===== src/rtl/clk_mon_pkg.sv =====
// Shared types and constants for the clock frequency/duty monitor.
package clk_mon_pkg;

    typedef enum logic [1:0] {
        IDLE,
        ARM,
        HIGH,
        LOW
    } mon_state_t;

    localparam int PCT_W     = 7;
    localparam int PCT_SCALE = 100;

endpackage


===== src/rtl/clk_mon_div.sv =====
// Restoring divider, one quotient bit per clk; quotient ready exactly N_W clks after start.
// The first bit is resolved on the start edge itself, so busy covers N_W-1 further edges.
module clk_mon_div #(
    parameter int N_W = 23,
    parameter int D_W = 16,
    parameter int Q_W = 7
) (
    input  logic           clk,
    input  logic           rst_n,
    input  logic           start,
    input  logic [N_W-1:0] dividend,
    input  logic [D_W-1:0] divisor,
    output logic           busy,
    output logic           done,
    output logic [Q_W-1:0] quotient
);

    localparam int C_W = $clog2(N_W);

    logic [D_W-1:0] rem, rem_src, rem_step, dsr, dsr_src;
    logic [N_W-1:0] quo, quo_src, quo_step;
    logic [D_W:0]   shifted;
    logic [C_W-1:0] cnt;
    logic           load;

    assign load     = start && !busy;
    assign quotient = quo[Q_W-1:0];

    always_comb begin
        rem_src = load ? '0 : rem;
        quo_src = load ? dividend : quo;
        dsr_src = load ? divisor : dsr;
        shifted = {rem_src, quo_src[N_W-1]};
        if (shifted >= {1'b0, dsr_src}) begin
            rem_step = D_W'(shifted - {1'b0, dsr_src});
            quo_step = {quo_src[N_W-2:0], 1'b1};
        end else begin
            rem_step = shifted[D_W-1:0];
            quo_step = {quo_src[N_W-2:0], 1'b0};
        end
    end

    always_ff @(posedge clk) begin
        if (!rst_n) begin
            busy <= 1'b0;
            done <= 1'b0;
            rem  <= '0;
            quo  <= '0;
            dsr  <= '0;
            cnt  <= '0;
        end else begin
            done <= 1'b0;
            if (load) begin
                rem  <= rem_step;
                quo  <= quo_step;
                dsr  <= divisor;
                cnt  <= C_W'(N_W - 1);
                busy <= 1'b1;
            end else if (busy) begin
                rem <= rem_step;
                quo <= quo_step;
                cnt <= cnt - 1'b1;
                if (cnt == C_W'(1)) begin
                    busy <= 1'b0;
                    done <= 1'b1;
                end
            end
        end
    end

endmodule


===== src/rtl/clk_freq_duty_monitor.sv =====
// Oversampling period/high-time/duty monitor with stuck-input timeout.
// DUTY_CALC_EN adds the duty divider and overrun flag; otherwise duty_pct=0, overrun=0.
//   state | meaning
//   IDLE  | disabled, counters cleared
//   ARM   | waiting for the arming rise (not reported)
//   HIGH  | counting period and high phase
//   LOW   | counting period, capture on next rise
module clk_freq_duty_monitor
    import clk_mon_pkg::*;
#(
    parameter int CNT_W       = 16,
    parameter int SYNC_STAGES = 2
) (
    input  logic             clk,
    input  logic             rst_n,
    input  logic             enable,
    input  logic             sig_in,
    output logic [CNT_W-1:0] period,
    output logic [CNT_W-1:0] high_time,
    output logic [PCT_W-1:0] duty_pct,
    output logic             valid,
    output logic             timeout,
    output logic             overrun
);

    mon_state_t             state, state_nxt;
    logic [SYNC_STAGES-1:0] sync_q;
    logic                   s, s_d, rise, fall;
    logic [CNT_W-1:0]       cnt_p, cnt_h, cnt_p_nxt, cnt_h_nxt, cnt_p_inc;
    logic                   capture, sat, arm_rise;

    assign s    = sync_q[SYNC_STAGES-1];
    assign rise = s & ~s_d;
    assign fall = ~s & s_d;

    always_ff @(posedge clk) begin
        if (!rst_n) begin
            sync_q <= '0;
            s_d    <= 1'b0;
        end else begin
            sync_q <= {sync_q[SYNC_STAGES-2:0], sig_in};
            s_d    <= s;
        end
    end

    always_ff @(posedge clk) begin
        if (!rst_n) begin
            state <= IDLE;
            cnt_p <= '0;
            cnt_h <= '0;
        end else begin
            state <= state_nxt;
            cnt_p <= cnt_p_nxt;
            cnt_h <= cnt_h_nxt;
        end
    end

    // Saturation wins over a rise in HIGH/LOW so the longest reportable period is 2^CNT_W-2.
    always_comb begin
        state_nxt = state;
        cnt_p_nxt = cnt_p;
        cnt_h_nxt = cnt_h;
        capture   = 1'b0;
        sat       = 1'b0;
        arm_rise  = 1'b0;
        cnt_p_inc = cnt_p + 1'b1;
        if (!enable) begin
            state_nxt = IDLE;
            cnt_p_nxt = '0;
            cnt_h_nxt = '0;
        end else if (state == IDLE) begin
            state_nxt = ARM;
            cnt_p_nxt = '0;
            cnt_h_nxt = '0;
        end else if (rise && state == ARM) begin
            arm_rise  = 1'b1;
            state_nxt = HIGH;
            cnt_p_nxt = '0;
            cnt_h_nxt = '0;
        end else if (cnt_p_inc == {CNT_W{1'b1}}) begin
            sat       = 1'b1;
            state_nxt = ARM;
            cnt_p_nxt = '0;
            cnt_h_nxt = '0;
        end else if (rise) begin
            capture   = 1'b1;
            state_nxt = HIGH;
            cnt_p_nxt = '0;
            cnt_h_nxt = '0;
        end else begin
            cnt_p_nxt = cnt_p_inc;
            if (state == HIGH) begin
                cnt_h_nxt = cnt_h + 1'b1;
                if (fall) state_nxt = LOW;
            end
        end
    end

    always_ff @(posedge clk) begin
        if (!rst_n || !enable) timeout <= 1'b0;
        else if (sat)          timeout <= 1'b1;
        else if (arm_rise)     timeout <= 1'b0;
    end

`ifdef DUTY_CALC_EN
    localparam int DIV_W = CNT_W + PCT_W;

    logic             div_start, div_busy, div_done;
    logic [PCT_W-1:0] div_q;
    logic [DIV_W-1:0] dividend;
    logic [CNT_W-1:0] pend_p, pend_h;

    assign div_start = capture && !div_busy;
    assign dividend  = DIV_W'(cnt_h) * DIV_W'(PCT_SCALE);

    // Disabling aborts any division in flight so held outputs stay untouched.
    clk_mon_div #(
        .N_W (DIV_W),
        .D_W (CNT_W),
        .Q_W (PCT_W)
    ) u_div (
        .clk      (clk),
        .rst_n    (rst_n && enable),
        .start    (div_start),
        .dividend (dividend),
        .divisor  (cnt_p_inc),
        .busy     (div_busy),
        .done     (div_done),
        .quotient (div_q)
    );

    always_ff @(posedge clk) begin
        if (!rst_n) begin
            pend_p    <= '0;
            pend_h    <= '0;
            period    <= '0;
            high_time <= '0;
            duty_pct  <= '0;
            valid     <= 1'b0;
            overrun   <= 1'b0;
        end else if (!enable) begin
            valid   <= 1'b0;
            overrun <= 1'b0;
        end else begin
            valid <= 1'b0;
            if (div_start) begin
                pend_p <= cnt_p_inc;
                pend_h <= cnt_h;
            end
            if (capture && div_busy) overrun <= 1'b1;
            if (div_done) begin
                period    <= pend_p;
                high_time <= pend_h;
                duty_pct  <= div_q;
                valid     <= 1'b1;
            end
        end
    end
`else
    assign duty_pct = '0;
    assign overrun  = 1'b0;

    always_ff @(posedge clk) begin
        if (!rst_n) begin
            period    <= '0;
            high_time <= '0;
            valid     <= 1'b0;
        end else begin
            valid <= 1'b0;
            if (capture) begin
                period    <= cnt_p_inc;
                high_time <= cnt_h;
                valid     <= 1'b1;
            end
        end
    end
`endif

endmodule


===== config.mk =====
export PLATFORM = sky130hd
export DESIGN_NAME = clk_freq_duty_monitor
export DESIGN_NICKNAME = d
export VERILOG_FILES = /design/src/rtl/clk_mon_pkg.sv /design/src/rtl/clk_mon_div.sv /design/src/rtl/clk_freq_duty_monitor.sv
export SDC_FILE = /design/constraint.sdc
export NUM_CORES = 1
export LEC_CHECK = 0
export ABC_CLOCK_PERIOD_IN_PS = 2650
export CAP_MARGIN = 15
export CORE_UTILIZATION = 45
export CTS_CLUSTER_SIZE = 24
export DETAILED_ROUTE_END_ITERATION = 7
export GPL_TIMING_DRIVEN = 0
export HOLD_SLACK_MARGIN = 0.05
export PLACE_DENSITY = 0.74
export REMOVE_ABC_BUFFERS = 1
export SKIP_CTS_REPAIR_TIMING = 1
export SYNTH_ARGS = -nofsm -noshare
export SYNTH_HDL_FRONTEND = slang
export SYNTH_SLANG_ARGS = --single-unit

===== constraint.sdc =====
create_clock -name clk -period 2.65 [get_ports clk]
set_input_delay 0.53 -clock clk [delete_from_list [all_inputs] [get_ports clk]]
set_output_delay 0.53 -clock clk [all_outputs]
set_load 0.1 [all_outputs]

==> summary.md <==
| Metric | Value |
|---|---|
| Status | `complete, no violations` |
| Antenna cells | `0` |
| Core area | `~7400 sq um` |
| Post-route ant nets | `0` |
| Min-delay src | `sync_q[0]` |
| Hold slack | `roughly 0.44 ns` |
| Input/output buffers | `37` |
| Flops & latches, synth | `71` |
| Max-capacitance violation count | `0` |
| Vias in the first global route | `2711` |
| Via count | `slightly below 3000` |
| Worst setup margin | `approximately 0.089 ns` |
| GR peak layer | `met2` |
| Synth async-reset ratio | `0%` |
| Fmax | `roughly 390 MHz` |
| Post-synthesis sequential area ratio | `between 40 and 50%` |
| Layout cells sized above 1 | `between 10% and 20%` |
| Worst vdd ir | `about 250 uV` |
| Post-synthesis cell type count | `a little under 50` |
| H-tree depth | `3` |
| Min-delay worst type | `reg -> reg` |
| Power per Cell Area | `around 510 nW/um^2` |
| Syn_area_per_cell | `between 8 and 9 sq um` |
| # clock sinks | `just over 70` |
| Most frequent cells in the layout | `65 x dfxtp_1, 44 x nor2_1, 36 x clkdlybuf4s50_1` |
| Critical Path RT | `2.88 ns` |
| Synth Instances | `~390` |
| Number of DRC markers in iteration 0 | `167` |
| Die Area | `between 8000 and 9000 sq um` |
| Clock root cell | `clkbuf_8` |
| Critical path startpoint | `cnt_p[3]` |
| GR Util All Layers | `a little under a fifth` |
| Placed Instances | `roughly 500` |
| Setup Skew | `about 0.0069 ns` |
| Number of vias per cell | `5.56` |
| HPWL after DPL | `4720 microns` |
| Reg2reg start | `cnt_p[3]` |
| Critical path endpoint category | `register` |
| Yosys warning total | `0` |
| Largest net degree at the start of global routing | `between 50 and 60` |
| Routed len/inst | `~14 microns` |
| Grt met3 use | `~4.1%` |
| Final Max Tran Viols | `0` |
| Clock latency on the worst-skew pair | `0.34 ns` |
| Min Tclk post-route | `2.56 ns` |
| Total grt overflow | `0` |
| CTS tree | `yes` |
| CTS Buf Count | `9` |
| Leading cell type in the layout, fill and taps excluded | `dfxtp_1` |
| Worst slew margin | `a little over a third` |
| Final wirelength | `around 7400 microns` |
| Fin crit share | `96.6%` |
| Post-synth EDFFs | `0` |
| Synthesis-to-layout area growth | `20.9%` |
| Number of top-level pins | `46` |
| Worst slew pin tran | `~0.97 ns` |
| CTS max path bufs | `2` |
| Remaining DRCs | `0` |
| Die Wd | `90.1 microns` |
| Final nets | `424` |
| Reg clk slew, reported paths | `around 0.08 ns` |
| Routability cong. | `between 0.8 and 0.9` |
| # rows | `31` |
| P_leak | `approximately 1.7 nW` |
| Startpoint types | `register` |
| Critical path class | `reg -> reg` |
| Dpl ws | `-0.562 ns` |
| Initial antenna violation count | `0` |
| Final Util | `between 50% and 60%` |
| Final hold viol count | `0` |
| Total power | `~2.1 mW` |
| Final Non-Filler Cells | `520` |
| Top FF cell, synth | `dfxtp_1` |
| Worst-path fanout max | `45` |
| First-pass GRT wire length | `12700 microns` |
| Initial cell density of the core | `a little under half` |
| M2 GR Usage | `roughly a third` |
| Mapped cell area | `approximately 3500 sq um` |
| First-pass DRT Iterations | `4` |
| Die span in y | `between 90 and 100 microns` |
| Final setup violation count | `0` |
| M1 GR Usage | `between 20% and 30%` |
| WP data arrival | `2.80 ns` |
## critical path, stage by stage, from the launching register on
cell and delay (ns):
dfxtp_2 0.40, nand3_2 0.16, or2_1 0.33, or4_4 0.55, a21o_2 0.30, buf_12 0.21, a32o_1 0.22, a211o_1 0.26
## path summary, 6_finish.rpt
kind | slack (ns) | to | cells after the start
max | 0.09 | high_time[9] | 7
min reg2reg | 0.44 | sync_q[1] | 1
min | 0.44 | sync_q[1] | 1
max reg2reg | 0.09 | high_time[9] | 7
## synthesized netlist by cell type, types with 7 or more instances
cell type	count	area, sq um
a211o_1	16	140
o211ai_2	12	150
nor3_1	22	110
and3_1	19	119
xnor2_1	14	123
dfxtp_1	71	1420
a32o_1	16	160
xor2_1	15	131
o211a_1	13	130
nand3_1	12	60.1
a21oi_1	9	45.0
nand2_1	31	116
inv_1	8	30.0
buf_4	8	60.1
nand4_1	7	43.8
nor2_1	44	165
clkbuf_1	18	67.6
## sequential cells by signal, summed over array words and instances, names as in the netlist
| name | cells |
|---|---|
| cnt_h | 16 |
| cnt_p | 16 |
| high_time | 16 |
| period | 16 |
| state | 2 |
| sync_q | 2 |
| s_d | 1 |
| timeout | 1 |
| valid | 1 |
## cells by family (layout without fill, tap and decap cells)
kind of cell               Yosys count  in the layout  share of synthesized area (%)
AOI/OAI and AO/OA                   87             87                           22.5
xor gates and xnor gates            29             29                           7.27
adders and majority gates            4              4                           1.43
buffers and inverters               44             69                           6.62
DFF                                 71             71                           40.7
muxes                                1              1                          0.286
other                                1              8                          0.107
and+or+nand+nor                    152            152                           21.2
## through the flow
step | TNS [ns] | cell area [sq um]
detailed placement | -24.85 | 3950
global route | -0.0106 | 4230
finish | 0 | 4230
global placement | -198.65 | 3810
floorplan | -104.52 | 3320
CTS | -24.22 | 4170
## where the power goes
group / switching, mW / internal, mW / leakage [nW]
clock: 0.400 / 0.581 / 0.114
sequential: 0.00279 / 1.07 / 0.575
combinational: 0.0776 / 0.0145 / 1.01
total: 0.480 / 1.67 / 1.70
## layer usage
layer	part of all wire (%)	routed length [microns]
met5	0	0
met3	4.9	364
met4	1.7	129
met1	46	3430
met2	47	3470
## final cells by class
class | count | area, sq um
fill | 659 | 3140
timing repair buffer | 45 | 503
tap | 99 | 124
multi-input combinational | 281 | 1920
sequential | 71 | 1430
clock inverter | 3 | 65.1
clock buffer | 13 | 159
inverter | 8 | 30.0
Power figures use the tool's default switching activity.
